--- src/rtl/residue_mod3_seq.sv ---
// residue_mod3_seq: serial mod-3 residue generator/checker, one base-4 digit per cycle, LSB digit first.
// Latency: done pulses in the cycle after edge t0+N, where N = ceil(W/2).
//   A new start is accepted in the done cycle, so the block produces one result per N+1 cycles.
// Backpressure: none. A start seen while busy is ignored. R/err/code_err hold their values until the next done.
// Optional macro RESIDUE_MOD3_SEQ_FAULT_INJ_EN enables forcing of the accumulator bits and of the
//   comparator output from fault_en_bus[GID_BASE+0..2].
// Ports:
//   clk, rst_n          clock (rising edge) and async active-low reset
//   start, A, r_exp     request, operand and expected residue (captured on the accepted start)
//   fault_en_bus        per-gate fault enables
//   fault_val           value forced onto enabled gates
//   busy, done          busy while digits are consumed; done is a one-cycle result strobe
//   R, err, code_err    residue, mismatch against r_exp, illegal code 2'b11
module residue_mod3_seq #(
  parameter int W        = 32,
  parameter int NG       = 128,
  parameter int GID_BASE = 0
) (
  input  logic          clk,
  input  logic          rst_n,
  input  logic          start,
  input  logic [W-1:0]  A,
  input  logic [1:0]    r_exp,
  input  logic [NG-1:0] fault_en_bus,
  input  logic          fault_val,
  output logic          busy,
  output logic          done,
  output logic [1:0]    R,
  output logic          err,
  output logic          code_err
);

  localparam int N  = (W + 1) / 2;   // digit count
  localparam int SW = 2 * N;         // shift register width (odd W padded at MSB)
  localparam int CW = $clog2(N + 1);

  typedef enum logic {S_IDLE, S_RUN} state_t;

  state_t          state_q, state_d;
  logic [SW-1:0]   sh_q, sh_d;
  logic [CW-1:0]   cnt_q, cnt_d;
  logic [1:0]      acc_q, acc_d;
  logic [1:0]      rexp_q, rexp_d;
  logic [1:0]      r_q, r_d;
  logic            err_q, err_d;
  logic            cerr_q, cerr_d;
  logic            done_q, done_d;

  logic [1:0]      acc_base, digit, acc_raw, acc_next;
  logic [2:0]      sum;
  logic            cmp;

  // Only a few bits of the shared bus belong to this block, and none of them do when injection is compiled out.
  logic            unused_fault;
  assign unused_fault = ^{fault_en_bus, fault_val};

  // Datapath: mod-3 digit accumulate, then optional fault forcing ahead of the register.
  always_comb begin
    // A corrupted accumulator value of 3 behaves as 0. A digit of 3 is 0 mod 3.
    acc_base = (acc_q == 2'b11) ? 2'b00 : acc_q;
    digit    = (sh_q[1:0] == 2'b11) ? 2'b00 : sh_q[1:0];
    sum      = {1'b0, acc_base} + {1'b0, digit};
    acc_raw  = (sum >= 3'd3) ? 2'(sum - 3'd3) : sum[1:0];
    acc_next = acc_raw;
`ifdef RESIDUE_MOD3_SEQ_FAULT_INJ_EN
    if (fault_en_bus[GID_BASE+0]) acc_next[0] = fault_val;
    if (fault_en_bus[GID_BASE+1]) acc_next[1] = fault_val;
`endif
    cmp = (acc_next != rexp_q);
`ifdef RESIDUE_MOD3_SEQ_FAULT_INJ_EN
    if (fault_en_bus[GID_BASE+2]) cmp = fault_val;
`endif
  end

  // Control: next state and register loads.
  always_comb begin
    state_d = state_q;
    sh_d    = sh_q;
    cnt_d   = cnt_q;
    acc_d   = acc_q;
    rexp_d  = rexp_q;
    r_d     = r_q;
    err_d   = err_q;
    cerr_d  = cerr_q;
    done_d  = 1'b0;
    case (state_q)
      S_IDLE: begin
        if (start) begin
          sh_d        = '0;
          sh_d[W-1:0] = A;
          rexp_d      = r_exp;
          acc_d       = 2'b00;
          cnt_d       = CW'(N);
          state_d     = S_RUN;
        end
      end
      S_RUN: begin
        acc_d = acc_next;
        sh_d  = sh_q >> 2;
        cnt_d = cnt_q - 1'b1;
        if (cnt_q == CW'(1)) begin
          r_d     = acc_next;
          err_d   = cmp;
          cerr_d  = (acc_next == 2'b11);
          done_d  = 1'b1;
          state_d = S_IDLE;
        end
      end
      default: state_d = S_IDLE;
    endcase
  end

  always_ff @(posedge clk or negedge rst_n) begin
    if (!rst_n) begin
      state_q <= S_IDLE;
      sh_q    <= '0;
      cnt_q   <= '0;
      acc_q   <= 2'b00;
      rexp_q  <= 2'b00;
      r_q     <= 2'b00;
      err_q   <= 1'b0;
      cerr_q  <= 1'b0;
      done_q  <= 1'b0;
    end else begin
      state_q <= state_d;
      sh_q    <= sh_d;
      cnt_q   <= cnt_d;
      acc_q   <= acc_d;
      rexp_q  <= rexp_d;
      r_q     <= r_d;
      err_q   <= err_d;
      cerr_q  <= cerr_d;
      done_q  <= done_d;
    end
  end

  assign busy     = (state_q == S_RUN);
  assign done     = done_q;
  assign R        = r_q;
  assign err      = err_q;
  assign code_err = cerr_q;

endmodule

--- config.mk ---
export PLATFORM = sky130hd
export DESIGN_NAME = residue_mod3_seq
export DESIGN_NICKNAME = d
export VERILOG_FILES = /design/src/rtl/residue_mod3_seq.sv
export SDC_FILE = /design/constraint.sdc
export NUM_CORES = 1
export LEC_CHECK = 0
export CAP_MARGIN = 15
export CORE_UTILIZATION = 30
export DETAILED_ROUTE_END_ITERATION = 10
export PLACE_DENSITY = 0.87
export SLEW_MARGIN = 20
export SYNTH_ARGS = -nofsm -noshare
export SYNTH_HDL_FRONTEND = slang
export SYNTH_SLANG_ARGS = --single-unit
--- constraint.sdc ---
create_clock -name clk -period 2.31 [get_ports clk]
set_clock_uncertainty 0.15 [all_clocks]
set_input_delay 0.3465 -clock clk [delete_from_list [all_inputs] [get_ports clk]]
set_output_delay 0.3465 -clock clk [all_outputs]
set_load 0.01 [all_outputs]
; Word level (Yosys, flattened, before mapping)
; Index checks and enable logic that the tools add are counted.
[totals]
ff_bits = 47
mem_bits_rw = 0
memories = 0
latch_bits = 0
mem_bits_ro = 0
inputBits = 166
wordCells = 36
[classes]
n_shift = 0
muxes = 14
add_sub_neg = 3
reduce_logical = 2
multipliers = 0
n_div = 0
bitwise = 1
n_eq_ne = 6
magnitude_cmp = 1
[op_table]
columns = cell, n
row1 = 32-bit one-hot mux with 2 select lines, 1
row2 = 32-bit 2-to-1 mux, 1
row3 = 5-bit one-hot mux with 2 select lines, 1
row4 = 2-bit 2-to-1 mux, 4
row5 = 2-bit equality test (second input constant), 3
row6 = 5-bit by 1-bit equality test with 1-bit output (second input constant), 1
row7 = 5-bit 2-to-1 mux, 1
row8 = 5-bit by 1-bit subtractor with 5-bit output (second input constant), 1
row9 = 1-bit 2-to-1 mux, 4
row10 = 2-bit one-hot mux with 2 select lines, 1
row11 = 2-bit AND reduction, 2
row12 = 2-bit by 2-bit adder with 3-bit output, 1
row13 = 3-bit by 2-bit >= comparator with 1-bit output (second input constant), 1
row14 = 2-bit != test, 1
row15 = 2-bit != test (second input constant), 1
row16 = 1-bit one-hot mux with 2 select lines, 1
row17 = 2-bit subtractor (second input constant), 1
row18 = 1-bit NOT, 1

; Longest topological paths before layout
; Gate-level depths: netlist of the first run.
[depth]
depth_word = 6
mapped_depth = 8
depth_no_buf = 8

; Worst setup path after synthesis of the first run
; OpenSTA, ideal clock, no wires.
[synth_path]
kind = reg2reg
start = register acc_q[0]
end = register err_q (netlist: err)
period_less_slack_ns = 2.407
stages_incl_launch_ff = 9
slack_ns = -0.097
setup_ns = 0.129
t_arrival_ns = 2.127
path_cell_list = dfrtp_1 nor2b_1 ha_1 fa_1 ha_1 or3_4 mux2i_4 xnor2_1 a31oi_1
[synth_between]
elab_chain_cells = 6
elab_cells_between_ends = 7
classes_between = add/sub (2) / order compare (1) / eq/ne (2) / mux (2)
[synth_lines]
columns = element, line_no
row1 = "start, declared", 42  ; logic [1:0] acc_q, acc_d;
row2 = "start signal, assigned", 118  ; acc_q <= 2'b00;
row3 = "start signal, assigned", 128  ; acc_q <= acc_d;
row4 = 2-bit equality test, 60  ; acc_base = (acc_q == 2'b11) ? 2'b00 : acc_q;
row5 = 2-bit 2-to-1 mux (*), 60
row6 = 2-bit by 2-bit adder with 3-bit output (*), 62  ; sum = {1'b0, acc_base} + {1'b0, digit};
row7 = 3-bit by 2-bit >= comparator with 1-bit output / 2-bit subtractor (equally long branches), 63  ; acc_raw = (sum >= 3'd3) ? 2'(sum - 3'd3) : sum[1:0];
row8 = 2-bit 2-to-1 mux (*), 63
row9 = 2-bit != test (*), 69  ; cmp = (acc_next != rexp_q);
row10 = "end signal, assigned", 131  ; err_q <= err_d;
row11 = "end, declared", 45  ; logic err_q, err_d;
; Every way passes the cells marked *; elsewhere a longest branch is shown, timed or not.
; A chain may end at the register's enable or synchronous reset.

; Final worst setup path of the first run
; Ends and elaborated chain as after synthesis.

==> flow_summary.json, run 1 <==
{
  "violations": "setup timing",
  "p_int_mw": 2.22,
  "die_w_um": 88.0,
  "report.final.slew_viol_count": 0,
  "synth_nets": 382,
  "status": "complete, but fails checks",
  "setup_violations": 6,
  "wl_per_cell_um": 12.0,
  "syn_avg_cell_area_um2": 10.5,
  "n_fill_cell": 701,
  "grt_pass1_wl_um": 7440,
  "final_layout_size_suffix_gt1_share_pct": 14.1,
  "place_area_um2": 2800,
  "combinationalPowerShare_pct": 47.3,
  "max_slew_margin_pct": 67.2,
  "hpwl_um": 3150,
  "async_flop_share_pct": 100,
  "first_global_vias": 1662,
  "synth_cell_types": 25,
  "drtIter0Drc": 77,
  "grt_max_degree": 41,
  "overflow": 0,
  "worstSetupPathType": "reg -> reg",
  "cts_root_buf": "clkbuf_8",
  "antenna_found_initial": 0,
  "route.detailed.drc": 0,
  "worst_slew_pin_slew_ns": 0.492,
  "cp_cell_sequence": "nor2b_4, ha_2, fa_1, ha_2, or3_4, mux2i_4, xnor2_1, a31oi_1",
  "start_kind": "flip-flop",
  "netlist_instances": 211,
  "power_density_nw_per_um2": 1160,
  "crit_top_cell": "ha_2",
  "synth_seq_cells": 47,
  "power.switching_mw": 1.21,
  "fp.dieH_um": 88.0,
  "dieArea_um2": 7740,
  "cp-end-kind": "flip-flop",
  "cts_tree": "built",
  "synthToLayoutAreaGrowth_pct": 33.6,
  "rows": 30,
  "fmax_mhz": 406,
  "start_util_pct": 31.8,
  "cts.sinks": 47,
  "layout_common_cells": "dfrtp_1 (46), clkdlybuf4s50_1 (40), nand2_1 (39)",
  "cp_max_fo": 3,
  "min_period_ns": 2.46,
  "clock_path_buffers": 2,
  "htree_levels": 2,
  "p_sw_share_pct": 35.3,
  "leakagePower_nw": 1.36,
  "io_buffers": 42,
  "cp.arrival_ns": 2.50,
  "hold_path.class": "reg -> reg",
  "drt_first_pass_iters": 4,
  "drt-vias-per-instance": 4.53,
  "cap_violations": 0,
  "syn-cell-area_um2": 2220,
  "rsz0062_at_grt": "yes",
  "final_cell_area_um2": 2960,
  "crit_family": "adder cells",
  "min_period_over_period_pct": 107,
  "hold_violations": 0,
  "gp_congestion": 0.681,
  "core_um2": 6980,
  "critPathBufInv": 0,
  "wl_um": 4300,
  "ant_nets": 0,
  "numCtsBuffers": 5,
  "synth-edff-count": 0,
  "clkPwrFrac_pct": 14.1,
  "setup_ws_ns": -0.152,
  "finish.utilization_pct": 42.4,
  "diodes": 0,
  "clkLatencyLatePin_ns": 0.30,
  "nets": 432,
  "layout_commonest_cell": "dfrtp_1",
  "critical_path_required_ns": 2.34,
  "grt_util_all_layers_pct": 12.7,
  "clk_pin_slew_ns": 0.09,
  "ys_seq_area_share_pct": 53.0,
  "ys.flop_type": "dfrtp_1",
  "vias": 1623,
  "ios": 172,
  "critPathSlowestCell": "fa_1",
  "cp_slowest_stage_delay_ns": 0.47,
  "pwr-share-seq_pct": 38.6,
  "irDropWorstVdd_v": 0.000372,
  "synth_warnings": 0
}
## Yosys cell counts (2+ instances only)
cell	count	area share (%)
dfrtp_1	47	53
nand2_1	39	6.6
mux2i_1	33	15
o21ai_0	33	7.4
clkbuf_1	8	1.4
nor2_1	7	1.2
buf_2	5	1.1
nand2b_1	5	1.4
nor2b_1	5	1.4
ha_1	4	2.3
nor3_1	4	0.90
xor2_1	4	1.6
inv_1	3	0.51
mux2_2	2	1.0
o21ai_1	2	0.45
## power by group through the flow
stage	combinational (mW)	clock (mW)	sequential [mW]
after floorplan	0.911	0	1.30
after global placement	1.35	0	1.31
after detailed placement	1.43	0	1.33
after CTS	1.46	0.502	1.32
after global routing	1.80	0.531	1.36
final	1.62	0.483	1.32
## repair_timing
| item | CTS | global route |
|---|---|---|
| endpoints found under the hold margin | 19 | 0 |
| pin swaps | 1 | 0 |
| resized for setup | 5 | 11 |
| buffers inserted | 0 | 1 |
| endpoints found under the setup margin | 6 | 6 |
| hold buffers | 1 | 0 |
## final cells by class
class / instances / area, um2 / share of cell area, %
clock buffers: 5 / 68.8 / 2.32
flip-flops and latches: 47 / 1180 / 39.8
clock inverters: 3 / 15.0 / 0.507
inverters: 3 / 11.3 / 0.380
well taps: 96 / 120 / 4.06
repair buffers: 56 / 542 / 18.3
multi-input cells: 148 / 1030 / 34.7
## logic make-up (layout without fill, tap and decap cells)
logic type	Yosys count	in the layout	share of synthesized area [%]
compound gates	40	40	9.48
xor+xnor	5	5	1.98
fa+ha+maj	5	5	3.16
buf+inv	16	67	2.99
flops	47	47	53.0
mux	36	36	16.9
simple gates	62	62	12.4
## sequential cells by signal (all words and copies together), names as in the netlist
name      flops
busy          1
err           1
acc_q         2
done          1
R             2
rexp_q        2
sh_q         32
cnt_q         5
code_err      1
## worst paths after layout
check,cells past startpoint,from,endpoint,slack [ns]
setup / recovery,8,acc_q[0],err,-0.15
hold / removal,2,sh_q[27],sh_q[25],0.34
setup reg to reg,8,acc_q[0],err,-0.15
hold reg to reg,2,sh_q[27],sh_q[25],0.34
max in group asynchronous,3,rst_n,busy,1.10
min in group asynchronous,2,rst_n,sh_q[30],0.38
## stage by stage
stage          setup slack (ns)  cells  total power [mW]  setup TNS (ns)  hold slack (ns)
6_report                 -0.152    358              3.42          -0.417            0.339
4_1_cts                  -0.150    357              3.28          -0.526            0.343
2_1_floorplan           -0.0575    211              2.21         -0.0575          -0.0991
3_3_place_gp            -0.0993    348              2.66          -0.209            0.180
3_5_place_dp             -0.191    348              2.76          -0.632            0.190
5_1_grt                  -0.210    358              3.70          -0.837            0.367
## tightest hold or removal path, cell delays in order (launching register included)
cell and delay, ns:
dfrtp_1 0.35, nand2_1 0.05, o21ai_0 0.06
## routing by layer
layer / wire, um / track usage [%]
met1: 1850 / 14.7
met5: 0 / 0
met2: 2210 / 22.1
met3: 167 / 3.39
met4: 76 / 5.81
No activity file was read; power rests on OpenSTA's default activity.
==> inputs of run 2 (changes only) <==
- CELL_PAD_IN_SITES_DETAIL_PLACEMENT: not set -> 0
- CELL_PAD_IN_SITES_GLOBAL_PLACEMENT: not set -> 1
- CORE_UTILIZATION: 30 -> 21
- PLACE_DENSITY: 0.87 -> 0.88
==> run 2 against run 1 <==
  * The run ends with hold timing, setup timing left
  * Fmax is 0.59% higher
  * Die area is 42% higher
  * Largest cell class unchanged
  * Sequential share of layout area is 0.56 points higher
  * Critical path type unchanged
  * Routed wire length is 4.6% higher
  * First-iteration DRC count is 44% lower
  * Critical path depth stayed put
  * Core utilization is 14 points lower
  * Cell count is 10% higher
  * Total power is 7.3% lower
==> flow_summary.json, run 2 (synthesis results as in run 1) <==
{
  "top_layer_used": "met3",
  "final_layout_size_suffix_gt1_share_pct": 11.6,
  "power_density_nw_per_um2": 1090,
  "nets": 428,
  "irDropWorstVdd_v": 0.000325,
  "cts.sinks": 47,
  "cts_root_buf": "clkbuf_8",
  "route.detailed.drc": 0,
  "ant_nets": 0,
  "ios": 172,
  "cts_tree": "built",
  "drt_first_pass_iters": 4,
  "fmax_mhz": 408,
  "leakagePower_nw": 1.31,
  "ff_latch_area_um2": 1180,
  "largest_reg_flops": 32,
  "min_period_over_period_pct": 106,
  "core_um2": 10300,
  "final_cell_area_um2": 2920,
  "grt_util_all_layers_pct": 8.65,
  "setup_violations": 5,
  "synthToLayoutAreaGrowth_pct": 31.7,
  "hold-worst-slack_ns": -0.00401,
  "n_fill_cell": 1113,
  "io_buffers": 42,
  "clock_path_buffers": 2,
  "violations": "hold timing, setup timing",
  "rsz0062_at_grt": "yes",
  "first_global_vias": 1694,
  "numCtsBuffers": 5,
  "layout_commonest_cell": "dfrtp_1",
  "met2WireLength_um": 2380,
  "hpwl_um": 3230,
  "setup_ws_ns": -0.138,
  "drt-vias-per-instance": 4.10,
  "r2r_cells": 8,
  "critical_path_required_ns": 2.34,
  "multi_input_area_um2": 987,
  "worstSetupPathType": "reg -> reg",
  "gp_congestion": 0.697,
  "hold_path.class": "in -> async",
  "cap_violations": 0,
  "place_area_um2": 2820,
  "r2r_end": "err",
  "antenna_found_initial": 0,
  "worst_slew_pin_slew_ns": 0.606,
  "max_slew_margin_pct": 59.6,
  "clkLatencyLatePin_ns": 0.29,
  "reg.largest.list": "sh_q x32, cnt_q x5",
  "layout_common_cells": "dfrtp_1 (46), clkdlybuf4s50_1 (40), nand2_1 (39)",
  "grt_max_degree": 50,
  "cp_max_fo": 3,
  "die_w_um": 105,
  "rows": 37,
  "hold_violations": 4,
  "cp.arrival_ns": 2.48,
  "dieArea_um2": 11000,
  "fp.dieH_um": 105,
  "wl_per_cell_um": 11.4,
  "drtIter0Drc": 43,
  "wl_um": 4500,
  "drt-met1-wl_um": 1960,
  "pre_cts_slack_ns": -0.178,
  "diodes": 0,
  "cp-end-kind": "flip-flop",
  "min_period_ns": 2.45,
  "htree_levels": 2,
  "report.final.slew_viol_count": 0,
  "crit-reg2reg-launch": "acc_q[1]",
  "clk_pin_slew_ns": 0.09,
  "start_util_pct": 21.6,
  "start_kind": "flip-flop",
  "vias": 1617,
  "overflow": 0,
  "dr_wl_met3_um": 160,
  "r2r_slack_ns": -0.14,
  "grt_pass1_wl_um": 7690,
  "top_register": "sh_q",
  "ctsHoldBuffers": 0,
  "status": "complete, but fails checks"
}
run 2: cell count changes in the layout (fill, tap and decap cells not counted), moves of 2 or more:
cell,previous run,this run
o21ai_0,31,33
nor2b_4,3,0
nor2b_1,1,4
clkinv_2,3,1
buf_6,3,0
clkinvlp_4,0,2
run 2: layout make-up:
type	count	area share, %
timing repair buffer	52	16.6
clock buffer	5	2.36
multi-input combinational	148	33.8
inverter	3	0.386
sequential	47	40.3
tap	136	5.83
clock inverter	3	0.686
run 2: repair_timing:
action                                  4_1_cts  5_1_grt
buffers inserted                              1        0
pin swaps                                     1        0
endpoints found under the setup margin        6        6
resized for setup                             1        1
run 2: metrics by stage:
stage / total power, mW / instances / TNS [ns] / util (%) / hold WS (ns)
floorplan: 2.21 / 211 / -0.0575 / - / -0.0991
global placement: 2.59 / 385 / -0.192 / 27.4 / 0.312
detailed placement: 2.68 / 385 / -0.405 / 27.4 / 0.315
CTS: 3.23 / 394 / -0.461 / 28.4 / 0.0185
global route: 3.46 / 394 / -0.868 / 28.4 / 0.0472
finish: 3.17 / 394 / -0.350 / 28.4 / -0.00401
run 2: worst max path at each step:
stage / startpoint / endpoint / slack [ns] / cells past startpoint
after floorplan: acc_q[0] / err / -0.06 / 8
after global placement: sh_q[1] / err / -0.13 / 8
after detailed placement: acc_q[1] / err / -0.18 / 8
after CTS: acc_q[1] / err / -0.16 / 8
after global routing: acc_q[1] / acc_q[0] / -0.22 / 9
final: acc_q[1] / err / -0.14 / 8
run 2: metal layers:
layer | global-route usage [%] | up-vias
met3 | 2.06 | 0
li1 | - | 806
met5 | 0 | -
met4 | 2.11 | 0
met2 | 15.7 | 30
met1 | 10.2 | 781
run 2: power by group:
| part | internal (mW) | switching (mW) |
|---|---|---|
| registers | 1.13 | 0.180 |
| logic | 0.716 | 0.657 |
| clock network | 0.211 | 0.284 |
run 2: worst max-delay path: stages (launching register included):
cell and delay [ns]:
dfrtp_1 0.41, nor2b_1 0.13, ha_2 0.18, fa_1 0.44, ha_2 0.20, or3_4 0.39
mux2i_4 0.19, xnor2_1 0.14, a31oi_1 0.10
==> inputs of run 3 (changes only) <==
- CORE_UTILIZATION: 21 -> 22
- CTS_BUF_LIST: not set -> sky130_fd_sc_hd__clkbuf_4 sky130_fd_sc_hd__clkbuf_8
- PLACE_DENSITY: 0.88 -> 0.87
==> run 3 against run 2 <==
  * The flow finishes with violations (setup timing)
  * Combinational power is essentially flat
  * Die area shrank 4.5%
  * Highest routed layer is now met4
  * Global-route usage grew 0.60 points
  * Clock power grew 26%
==> flow_summary.json, run 3 (synthesis results as in run 1) <==
{
  "clkPwrFrac_pct": 18.8,
  "layout_commonest_cell": "dfrtp_1",
  "n_fill_cell": 1056,
  "cp.arrival_ns": 2.49,
  "cap_violations": 0,
  "critPathBufInv": 0,
  "final_layout_size_suffix_gt1_share_pct": 11.9,
  "report.final.slew_viol_count": 0,
  "min_period_over_period_pct": 106,
  "clkLatencyLatePin_ns": 0.30,
  "core_um2": 9770,
  "top_register": "sh_q",
  "crit_family": "adder cells",
  "largest_reg_flops": 32,
  "ant_nets": 0,
  "io_buffers": 42,
  "rsz0062_at_grt": "yes",
  "place_area_um2": 2830,
  "setup_violations": 6,
  "leakagePower_nw": 1.35,
  "layout_common_cells": "dfrtp_1 (46), clkdlybuf4s50_1 (40), nand2_1 (38)",
  "status": "complete, but fails checks",
  "vias": 1621,
  "critPathSlowestCell": "dfrtp_1",
  "worstSetupPathType": "reg -> reg",
  "overflow": 0,
  "dp.cells": 383,
  "grt_util_all_layers_pct": 9.26,
  "worst_slew_pin_slew_ns": 0.563,
  "irDropWorstVdd_v": 0.000354,
  "diodes": 0,
  "drtIter0Drc": 68,
  "hold-worst-slack_ns": 0.341,
  "setup_ws_ns": -0.145,
  "p_sw_share_pct": 34.1,
  "hpwl_um": 3290,
  "power_mw": 3.33,
  "cts_tree": "built",
  "cp_max_fo": 3,
  "p_int_mw": 2.20,
  "drt-vias-per-instance": 4.12,
  "start_util_pct": 22.7,
  "clock_path_buffers": 2,
  "antenna_found_initial": 0,
  "wl_um": 4490,
  "ios": 172,
  "rows": 36,
  "dieArea_um2": 10500,
  "fmax_mhz": 407,
  "cp_slowest_stage_delay_ns": 0.44,
  "combinationalPowerShare_pct": 42.1,
  "fp.dieH_um": 102,
  "grt_max_degree": 48,
  "hold_violations": 0,
  "wl_per_cell_um": 11.4,
  "numCtsBuffers": 5,
  "route.detailed.drc": 0,
  "power.switching_mw": 1.14,
  "max_slew_margin_pct": 62.5,
  "clk_pin_slew_ns": 0.10,
  "hold_path.class": "reg -> reg",
  "grt_pass1_wl_um": 7510,
  "drt_first_pass_iters": 4,
  "power_density_nw_per_um2": 1120,
  "first_global_vias": 1634,
  "htree_levels": 2,
  "cp-end-kind": "flip-flop",
  "crit_top_cell": "ha_2",
  "synthToLayoutAreaGrowth_pct": 34.4,
  "final_cell_area_um2": 2980,
  "die_w_um": 102,
  "start_kind": "flip-flop",
  "critical_path_required_ns": 2.35,
  "gp_congestion": 0.695,
  "min_period_ns": 2.45,
  "violations": "setup timing",
  "reg.largest.list": "sh_q x32, cnt_q x5",
  "pwr-share-seq_pct": 39.2,
  "cts.sinks": 47,
  "nets": 430,
  "fin_cells": 393,
  "cts_root_buf": "clkbuf_8",
  "cp_cell_sequence": "nor2b_4, ha_2, fa_1, ha_2, or3_4, mux2i_4, xnor2_1, a31oi_1"
}
==> run 3: worst reg2reg max path: stages, from the launching register on <==
cell and delay, ns:
dfrtp_1 0.44, nor2b_4 0.13, ha_2 0.18, fa_1 0.44, ha_2 0.20, or3_4 0.35
mux2i_4 0.21, xnor2_1 0.14, a31oi_1 0.10
==> run 3: layout make-up <==
cell class | instances | area, um2 | area share (%)
flip-flops and latches | 47 | 1180 | 39.5
clock buffers | 5 | 68.8 | 2.31
repair buffers | 54 | 519 | 17.4
inverters | 3 | 11.3 | 0.378
clock inverters | 3 | 47.5 | 1.60
multi-input cells | 148 | 990 | 33.2
well taps | 133 | 166 | 5.58
==> run 3: worst paths after layout <==
| path | from | end | slack [ns] | cells after the start |
|---|---|---|---|---|
| worst min-delay path | sh_q[12] | sh_q[10] | 0.34 | 2 |
| max in group asynchronous | rst_n | sh_q[26] | 1.06 | 3 |
| worst max register to register | acc_q[1] | err | -0.14 | 8 |
| worst min register to register | sh_q[12] | sh_q[10] | 0.34 | 2 |
| min in group asynchronous | rst_n | acc_q[1] | 0.41 | 2 |
| worst max-delay path | acc_q[1] | err | -0.14 | 8 |
==> run 3: metrics by stage <==
step                      setup TNS (ns)  setup WS (ns)  utilization [%]
after floorplan                  -0.0575        -0.0575                -
after global placement            -0.146         -0.108             29.0
after detailed placement          -0.541         -0.195             29.0
after CTS                         -0.506         -0.157             30.4
after global routing               -1.17         -0.245             30.5
final                             -0.406         -0.145             30.5
==> run 3: power groups by stage <==
| stage | Clock (mW) | Combinational, mW | Sequential (mW) |
|---|---|---|---|
| 2_1_floorplan | 0 | 0.911 | 1.30 |
| 3_3_place_gp | 0 | 1.30 | 1.31 |
| 3_5_place_dp | 0 | 1.35 | 1.32 |
| 4_1_cts | 0.660 | 1.39 | 1.31 |
| 5_1_grt | 0.687 | 1.58 | 1.34 |
| 6_report | 0.626 | 1.40 | 1.31 |
==> run 3: repair_timing <==
| action | 4_1_cts | 5_1_grt |
|---|---|---|
| endpoints found under the hold margin | 21 | 0 |
| endpoints found under the setup margin | 6 | 6 |
| hold buffers | 1 | 0 |
| resized for setup | 0 | 5 |
| buffers inserted | 1 | 0 |
| pin swaps | 5 | 4 |
==> run 3: routing by layer <==
layer  share of wire (%)  track usage (%)  wire length, um
met4                0.85             2.97               38
met2                  50             16.0             2270
met1                  44             11.1             1990
met3                 4.5             2.60              201
met5                   0                0                0
